## src/rtl/cpf3_io_pkg.sv

```systemverilog
// ----------------------------------------------------------------------------
// cpf3_io_pkg
// Shared constants for the CPF3 input-port front end: default channel width,
// channel index map, default synchroniser/debounce depths, and a width helper.
// No ports (package).
// ----------------------------------------------------------------------------
package cpf3_io_pkg;

    localparam int CPF3_DATA_W          = 16;
    localparam int CPF3_N_CH            = 4;
    localparam int CPF3_SYNC_STAGES     = 2;
    localparam int CPF3_DEBOUNCE_CYCLES = 4;

    // Default channel map
    localparam int CH_KEYPAD = 0;
    localparam int CH_ADC0   = 1;
    localparam int CH_PORTD  = 2;
    localparam int CH_SP1    = 3;

    // clog2 that never returns less than 1, so counters/selects keep a real bit
    function automatic int clog2_min1(input int n);
        return (n <= 2) ? 1 : $clog2(n);
    endfunction

endpackage

```

## src/rtl/io_debounce_chan.sv

```systemverilog
// ----------------------------------------------------------------------------
// io_debounce_chan
// One input channel: multi-flop synchroniser followed by a whole-word
// debouncer. The debounced value commits only after the synchronised word has
// matched the candidate for DEBOUNCE_CYCLES consecutive cycles.
// Ports:
//   clk       in   system clock
//   rst       in   asynchronous active-high reset
//   i_async   in   raw asynchronous input word
//   o_stable  out  debounced (committed) word
//   o_commit  out  combinational 1-cycle pulse, high in the cycle whose
//                  rising edge loads a new value into o_stable
// ----------------------------------------------------------------------------
module io_debounce_chan
    import cpf3_io_pkg::*;
#(
    parameter int DATA_W          = CPF3_DATA_W,
    parameter int SYNC_STAGES     = CPF3_SYNC_STAGES,
    parameter int DEBOUNCE_CYCLES = CPF3_DEBOUNCE_CYCLES
) (
    input  logic              clk,
    input  logic              rst,
    input  logic [DATA_W-1:0] i_async,
    output logic [DATA_W-1:0] o_stable,
    output logic              o_commit
);

    localparam int                CNT_W    = clog2_min1(DEBOUNCE_CYCLES);
    localparam logic [CNT_W-1:0]  CNT_LAST = CNT_W'(DEBOUNCE_CYCLES - 1);

    logic [DATA_W-1:0] r_sync [SYNC_STAGES];
    logic [DATA_W-1:0] r_cand;
    logic [DATA_W-1:0] r_stable;
    logic [CNT_W-1:0]  r_cnt;
    logic [DATA_W-1:0] w_sync_q;
    logic              w_commit;

    // Synchroniser chain
    always_ff @(posedge clk or posedge rst) begin
        if (rst) begin
            for (int k = 0; k < SYNC_STAGES; k++) begin
                r_sync[k] <= '0;
            end
        end else begin
            r_sync[0] <= i_async;
            for (int k = 1; k < SYNC_STAGES; k++) begin
                r_sync[k] <= r_sync[k-1];
            end
        end
    end

    assign w_sync_q = r_sync[SYNC_STAGES-1];

    // Commit fires on the last counted cycle of a steady, differing candidate.
    // The counter is cleared on commit, so it never reaches DEBOUNCE_CYCLES.
    assign w_commit = (w_sync_q == r_cand) && (r_cand != r_stable) && (r_cnt == CNT_LAST);

    // Debounce
    always_ff @(posedge clk or posedge rst) begin
        if (rst) begin
            r_cand   <= '0;
            r_stable <= '0;
            r_cnt    <= '0;
        end else if (w_sync_q != r_cand) begin
            r_cand <= w_sync_q;
            r_cnt  <= '0;
        end else if (r_cand != r_stable) begin
            if (r_cnt == CNT_LAST) begin
                r_stable <= r_cand;
                r_cnt    <= '0;
            end else begin
                r_cnt <= r_cnt + 1'b1;
            end
        end else begin
            r_cnt <= '0;
        end
    end

    assign o_stable = r_stable;
    assign o_commit = w_commit;

endmodule

```

## src/rtl/io_input_latch_bank.sv

```systemverilog
// ----------------------------------------------------------------------------
// io_input_latch_bank
// Input-port front end for the CPF3 softcore. Each channel is synchronised and
// debounced; a latch strobe snapshots every debounced word into the
// processor-visible latched registers. Each committed change sets a sticky
// per-channel flag that can raise a maskable interrupt.
// Ports:
//   clk           in   system clock
//   rst           in   asynchronous active-high reset
//   port_in       in   raw async inputs, channel i at [i*DATA_W +: DATA_W]
//   latch_en      in   snapshot strobe, all channels
//   latch_done    out  registered pulse, the edge after latch_en is sampled
//   rd_sel        in   channel select for rd_data
//   rd_data       out  latched[rd_sel] (combinational), 0 if out of range
//   latched_flat  out  all latched registers, same packing as port_in
//   chg_pending   out  per-channel committed-change flag
//   chg_clr       in   per-channel flag clear
//   irq_mask      in   1 = channel may raise irq
//   irq           out  registered |(chg_pending & irq_mask)
// ----------------------------------------------------------------------------
module io_input_latch_bank
    import cpf3_io_pkg::*;
#(
    parameter int DATA_W          = CPF3_DATA_W,
    parameter int N_CH            = CPF3_N_CH,
    parameter int SYNC_STAGES     = CPF3_SYNC_STAGES,
    parameter int DEBOUNCE_CYCLES = CPF3_DEBOUNCE_CYCLES,
    parameter int SEL_W           = clog2_min1(N_CH)
) (
    input  logic                   clk,
    input  logic                   rst,
    input  logic [N_CH*DATA_W-1:0] port_in,
    input  logic                   latch_en,
    output logic                   latch_done,
    input  logic [SEL_W-1:0]       rd_sel,
    output logic [DATA_W-1:0]      rd_data,
    output logic [N_CH*DATA_W-1:0] latched_flat,
    output logic [N_CH-1:0]        chg_pending,
    input  logic [N_CH-1:0]        chg_clr,
    input  logic [N_CH-1:0]        irq_mask,
    output logic                   irq
);

    logic [N_CH-1:0][DATA_W-1:0] w_stable;
    logic [N_CH-1:0]             w_commit;
    logic [N_CH-1:0][DATA_W-1:0] r_latched;
    logic [N_CH-1:0]             r_chg;
    logic                        r_irq;
    logic                        r_latch_done;

    for (genvar g = 0; g < N_CH; g++) begin : g_chan
        io_debounce_chan #(
            .DATA_W          (DATA_W),
            .SYNC_STAGES     (SYNC_STAGES),
            .DEBOUNCE_CYCLES (DEBOUNCE_CYCLES)
        ) u_chan (
            .clk      (clk),
            .rst      (rst),
            .i_async  (port_in[g*DATA_W +: DATA_W]),
            .o_stable (w_stable[g]),
            .o_commit (w_commit[g])
        );
    end

    // Snapshot takes the registered stable value, so a commit landing on the
    // same edge is not captured until the next strobe.
    always_ff @(posedge clk or posedge rst) begin
        if (rst) begin
            r_latched    <= '0;
            r_latch_done <= 1'b0;
        end else begin
            if (latch_en) begin
                r_latched <= w_stable;
            end
            r_latch_done <= latch_en;
        end
    end

    // Set has priority over clear so a commit is never lost.
    always_ff @(posedge clk or posedge rst) begin
        if (rst) begin
            r_chg <= '0;
            r_irq <= 1'b0;
        end else begin
            r_chg <= (r_chg & ~chg_clr) | w_commit;
            r_irq <= |(r_chg & irq_mask);
        end
    end

    // Out-of-range selects match no channel and read as zero.
    always_comb begin
        rd_data = '0;
        for (int i = 0; i < N_CH; i++) begin
            if (rd_sel == SEL_W'(i)) begin
                rd_data = r_latched[i];
            end
        end
    end

    assign latched_flat = r_latched;
    assign chg_pending  = r_chg;
    assign irq          = r_irq;
    assign latch_done   = r_latch_done;

endmodule

```

## config.mk

```make
export PLATFORM = sky130hd
export DESIGN_NAME = io_input_latch_bank
export DESIGN_NICKNAME = d
export VERILOG_FILES = /design/src/rtl/cpf3_io_pkg.sv /design/src/rtl/io_debounce_chan.sv /design/src/rtl/io_input_latch_bank.sv
export SDC_FILE = /design/constraint.sdc
export NUM_CORES = 1
export LEC_CHECK = 0
export CORE_MARGIN = 2
export CORE_UTILIZATION = 55
export CTS_CLUSTER_SIZE = 24
export DETAILED_ROUTE_END_ITERATION = 16
export PLACE_DENSITY = 0.77
export RECOVER_POWER = 25
export SLEW_MARGIN = 20
export SYNTH_ARGS = -nofsm -noshare
export SYNTH_HDL_FRONTEND = slang
export SYNTH_SLANG_ARGS = --single-unit
```

## constraint.sdc

```tcl
create_clock -name clk -period 15.1 [get_ports clk]
set_input_delay 3.02 -clock clk [delete_from_list [all_inputs] [get_ports clk]]
set_output_delay 3.02 -clock clk [all_outputs]
set_load 0.01 [all_outputs]
```

==> impl_results.md, run 1 <==
* Largest net degree at the start of global routing at 123
* Sequential share of the synthesized area at 0.680
* Die height at 153 um
* Synthesized cell area at 12300 um^2
* Die area at 23600 um^2
* Critical path endpoint category: output port
* Max VDD drop at 0.0721 mV
* Final Hold Viols at 0
* Synth top area cells: dfrtp_1 68%, mux2_2 8.4%, xnor2_1 4.6%
* Reg2reg setup slack at 12260 ps
* GPL Wtd Cong at 0.801
* Most common cell in the netlist: dfrtp_1
* Area grow syn2layout at 21.2%
* Tot Pwr at 1840 uW
* Slew Limit Fails at 0
* Footprint of the multi-input gates at 3380 um^2
* CTS Hold Bufs at 0
* Syn Area/Cell at 16.2 um^2
* Hold WC Path Type: flop to flop
* Gr usage total at 0.222
* # setup viols final at 0
* Post-Synth XOR/XNOR Area at 0.0912
* Initial antenna violation count at 0
* CTS tree: built
* F_max at 125 MHz
* Critical path class: primary input to output port
* Synthesized flop and latch total at 334
* Drt wl/cell at 21.3 um
* Detailed Place HPWL at 18100 um
* Core area at 21900 um^2
* Max-Cap Viols at 0
* Clock skew at 18.1 ps
* Asr flop ratio synth at 1.00
* Met3 usage at 0.0428
* Number of inserted diodes at 0
* Commonest cells post-synth: 334 x dfrtp_1, 92 x mux2_2, 74 x clkbuf_1, 64 x xnor2_1, 64 x xor2_1
* First-pass GRT wire length at 40000 um
* RSZ-0062 raised after global routing: no
* Clk_lat worst skew at 510 ps
* Drt pass-1 iters at 4
* GR peak layer: met2
* Final wirelength at 25300 um
* Leakage Power at 0.00696 uW
* Number of primary I/O pins at 163
* Startpoint class of the critical path: primary input
* Die Width at 153 um
* CP Max Fanout at 16
* Number of distinct library cells after synthesis at 20
* M1 GR Usage at 0.309
* Sink Count at 334
* Compound-gate portion of the synthesized area at 0.00285
* Met2 Track Usage GR at 0.363
* Remaining global-route overflow at 0
* Post-synthesis mux area share at 0.158
* Synth top area share at 0.680
* Synth Instances at 757
* Site row count at 54
* Largest area contributor in the netlist: dfrtp_1
* Nets at 962
* DRT iter0 DRCs at 365
* Max_slew headroom at 0.328
* Actual slew at the worst max-slew pin at 1010 ps
* Critical Path RT at 12080 ps
* Post-CTS resize count at 0
* Root Driver: clkbuf_16
* Worst-path clk slew at 60 ps
* Simple-Gate Fraction of Synth Area at 0.0361
* Share of cells above drive strength 1 at 0.197
* Fillers at 1515
* Post-CTS Setup Bufs at 0
* Setup TNS at 0 ps
* Starting Density at 0.561
* DRC at 0
* EDFF count, synth at 0
* Largest family of logic cells by synthesized area: multiplexers
* Adder-cell share of the synthesized area at 0.00407
* Period utilization at 0.529
* Vias per cell at 5.30
* Crit path time final at 7990 ps
* Synthesized Nets at 838
* # H-tree levels at 2
* PwrDens at 124 nW/um^2
* CTS buffer count at 35
* Synth Warn # at 0
* Status: completed
* I/O Buffers at 162
* Antenna viol nets, final at 0
* Routed vias at 6287
* FF/Latch Area at 8360 um^2
* Most used DFF post-synth: dfrtp_1
* Vias in the first global route at 6812
* Data arrival, critical path at 4970 ps
* Longest Clk Path Bufs at 3
==> sequential cells by signal, summed over array words and instances, names as in the netlist, 4 cells and up <==
name / flops
g_chan.u_chan.r_cand: 64
chg_pending: 4
latched_flat: 64
g_chan.u_chan.o_stable: 64
g_chan.u_chan.r_cnt: 8
g_chan.u_chan.r_sync: 64
g_chan.u_chan.w_sync_q: 64
==> critical path: stages <==
cell and delay (ps):
clkdlybuf4s50_1 1020, mux4_2 420, clkdlybuf4s50_1 500
==> per-layer routing <==
layer,vias to the layer above,wire (um)
met2,175,12600
li1,2789,-
met1,3289,10800
met4,0,550
met3,34,1330
met5,-,0
==> final cells by class <==
cell class | instances | share of cell area
repair buffers | 166 | 0.110
clock inverters | 12 | 0.00849
flip-flops and latches | 334 | 0.561
well taps | 280 | 0.0235
inverters | 5 | 0.00176
multi-input cells | 339 | 0.227
clock buffers | 51 | 0.0676
==> cell usage in the layout, fill, tap and decap left out, types with 4 or more instances in the layout <==
cell,synthesis,layout
nand2_1,5,5
clkbuf_1,74,9
nor3_1,4,4
mux4_2,16,16
ha_1,4,4
mux2_4,36,10
xnor2_1,64,64
mux2_1,0,26
nand4_1,20,20
o21ai_0,4,4
and3_1,4,4
nor4_1,16,20
clkdlybuf4s50_1,0,160
xor2_1,64,64
clkinv_2,0,5
clkbuf_8,0,7
dfrtp_1,334,334
inv_1,5,4
clkbuf_16,0,35
nand3_1,0,4
mux2_2,92,92
==> stage by stage <==
| step | util | cell area [um^2] | setup WS, ps | hold slack, ps | std cells |
|---|---|---|---|---|---|
| finish | 0.680 | 14900 | 7110 | 338 | 1187 |
| global route | 0.680 | 14900 | 7050 | 347 | 1187 |
| CTS | 0.690 | 15100 | 6640 | 344 | 1187 |
| detailed placement | 0.638 | 14000 | 6640 | 335 | 1124 |
| global placement | 0.638 | 14000 | 6720 | 332 | 1124 |
| floorplan | - | 12300 | 2830 | 331 | 757 |
==> power by group <==
group,internal [uW],switching (uW)
Sequential,922,20.2
Combinational,37.3,34.9
Clock,499,329
==> final timing paths <==
| kind | from | end | cells past startpoint |
|---|---|---|---|
| min in group asynchronous | rst | chg_pending[3] | 2 |
| worst min register to register | g_chan[1].u_chan.r_sync[19] | g_chan[1].u_chan.w_sync_q[3] | 0 |
| worst max register to register | g_chan[1].u_chan.r_cand[11] | g_chan[1].u_chan.o_stable[6] | 5 |
| worst max-delay path | rd_sel[1] | rd_data[12] | 3 |
| max in group asynchronous | rst | g_chan[2].u_chan.w_sync_q[11] | 3 |
| worst min-delay path | g_chan[1].u_chan.r_sync[19] | g_chan[1].u_chan.w_sync_q[3] | 0 |
==> logic make-up after synthesis <==
group | Yosys count
AOI/OAI and AO/OA | 6
buffers and inverters | 84
xor gates and xnor gates | 128
muxes | 144
and+or+nand+nor | 57
adders and majority gates | 4
DFF | 334
Power figures use the tool's default switching activity.
==> run 2, diff against run 1 <==
clock period = 8.2 ns   (was 15.1 ns; I/O delays follow)
==> run 2 against run 1 <==
Net effect: via count increased by 0.95%; core utilization up 0.92 points; sequential share of layout area decreased by 0.75 points; setup slack worse by 4200 ps; non-clock buffer count increased by 2; clock power grew 87%.
==> impl_results.md, run 2 (synthesis gave the netlist of run 1 again) <==
* Final core occ at 0.689 (+0.00920)
* Slew Limit Fails at 0 (unchanged)
* Antenna viol nets, final at 0 (unchanged)
* Final Hold Viols at 0 (unchanged)
* Routed vias at 6347 (+0.95%)
* Vias per cell at 5.35 (+1.0%)
* Leakage Power at 0.00709 uW (+1.9%)
* Hold WC Path Type: flop to flop
* Post-CTS Setup Bufs at 0 (unchanged)
* DRC at 0 (unchanged)
* CTS tree: built
* Period utilization at 0.642
* Clk_lat worst skew at 520 ps (about the same)
* Leading cell type in the layout, fill and taps excluded: dfrtp_1
* First-pass GRT wire length at 40500 um (+1.3%)
* Max-Cap Viols at 0 (unchanged)
* Critical Path RT at 6560 ps (-5520 ps)
* CTS buffer count at 35 (unchanged)
* Crit path time final at 5260 ps
* Largest net degree at the start of global routing at 84 (-32%)
* Area grow syn2layout at 22.8%
* GPL Wtd Cong at 0.796 (-0.62%)
* Drt pass-1 iters at 4 (unchanged)
* Site row count at 54 (unchanged)
* Final Non-Filler Cells at 1186 (-0.084%)
* CP Max Fanout at 16 (unchanged)
* Starting Density at 0.561 (unchanged)
* Die area at 23600 um^2 (unchanged)
* Clock skew at 20.1 ps (+2.01 ps)
* # H-tree levels at 2 (unchanged)
* DP Cell Count at 1126 (+0.18%)
* CP startpoint: rd_sel[1]
* Longest Clk Path Bufs at 3 (unchanged)
* Core area at 21900 um^2 (unchanged)
* Die Width at 153 um (unchanged)
* RSZ-0062 raised after global routing: no
* Nets at 964 (+0.21%)
* I/O Buffers at 162 (unchanged)
* Placement Setup Slack at 2500 ps (-4140 ps)
* Critical path class: primary input to output port
* Critical path endpoint category: output port
* Status: completed
* Commonest non-fill, non-tap cells in the layout: 334 x dfrtp_1, 103 x clkdlybuf4s50_1, 92 x mux2_2, 64 x xnor2_1, 64 x xor2_1
* PwrDens at 226 nW/um^2 (+83%)
* Vias in the first global route at 7006 (+2.8%)
* RR Endpoint: g_chan[1].u_chan.o_stable[7]
* CP Capture Point: rd_data[2]
* Sink Count at 334 (unchanged)
* Root Driver: clkbuf_16
* Gr usage total at 0.224 (+0.00238)
* Drt wl/cell at 21.6 um (+1.4%)
* Reg2reg setup slack at 5740 ps (-6520 ps)
* Hold depth at 0 (unchanged)
* Post-CTS resize count at 0 (unchanged)
* Actual slew at the worst max-slew pin at 930 ps (-75.2 ps)
* Tot Pwr at 3410 uW (+85%)
* Share of cells above drive strength 1 at 0.237 (+0.0400)
* Worst r2r path cells at 5 (unchanged)
* Initial antenna violation count at 0 (unchanged)
* Detailed Place HPWL at 18300 um (+1.0%)
* Die height at 153 um (unchanged)
* Number of inserted diodes at 0 (unchanged)
* Startpoint class of the critical path: primary input
* Data arrival, critical path at 3620 ps (-1350 ps)
* Worst Hold Launch: g_chan[1].u_chan.r_sync[25]
* Max_slew headroom at 0.380 (+0.0520)
* Final wirelength at 25600 um (+1.3%)
* Remaining global-route overflow at 0 (unchanged)
* Max VDD drop at 0.172 mV (+140%)
* R2r startpoint: g_chan[1].u_chan.r_cand[9]
* CTS Hold Bufs at 0 (unchanged)
* Final worst setup slack at 2940 ps (-4170 ps)
* DRT iter0 DRCs at 347 (-4.9%)
* Number of primary I/O pins at 163 (unchanged)
* F_max at 190 MHz
* # setup viols final at 0 (unchanged)
* Worst-path clk slew at 60 ps (about the same)
* Setup TNS at 0 ps (unchanged)
[run 2: worst min path at each step]
stage	slack (ps)	endpoint
after floorplan	330	g_chan[0].u_chan.w_sync_q[0]
after global placement	330	g_chan[2].u_chan.w_sync_q[3]
after detailed placement	340	g_chan[1].u_chan.w_sync_q[12]
after CTS	340	g_chan[2].u_chan.w_sync_q[2]
after global routing	350	g_chan[3].u_chan.w_sync_q[7]
final	340	g_chan[1].u_chan.w_sync_q[9]
[run 2: metrics by stage]
step / hold slack (ps) / area [um^2]
floorplan: 331 / 12300
global placement: 333 / 14000
detailed placement: 336 / 14000
CTS: 345 / 15100
global route: 351 / 15100
finish: 341 / 15100
[run 2: where the power goes]
group	internal (uW)	switching, uW
logic	64.2	66.1
registers	1700	37.9
clock network	926	620
total	2690	724
[run 2: layout make-up]
cell class	count	area, um^2
Multi-Input combinational cell	339	3570
Clock buffer	45	963
Tap cell	280	350
Inverter	5	22.5
Sequential cell	334	8360
Clock inverter	15	166
Fill cell	1439	6800
Timing Repair Buffer	168	1660
[run 2: layer usage]
layer	part of all wire	vias to the layer above	track usage
li1	-	2798	-
met2	0.51	177	0.382
met1	0.41	3325	0.294
met3	0.054	47	0.0490
met5	0	-	0
met4	0.023	0	0.0629
[run 2: worst max-delay path: stages]
cell and delay, ps:
clkdlybuf4s50_1 1050, mux4_2 420, clkdlybuf4s50_1 500
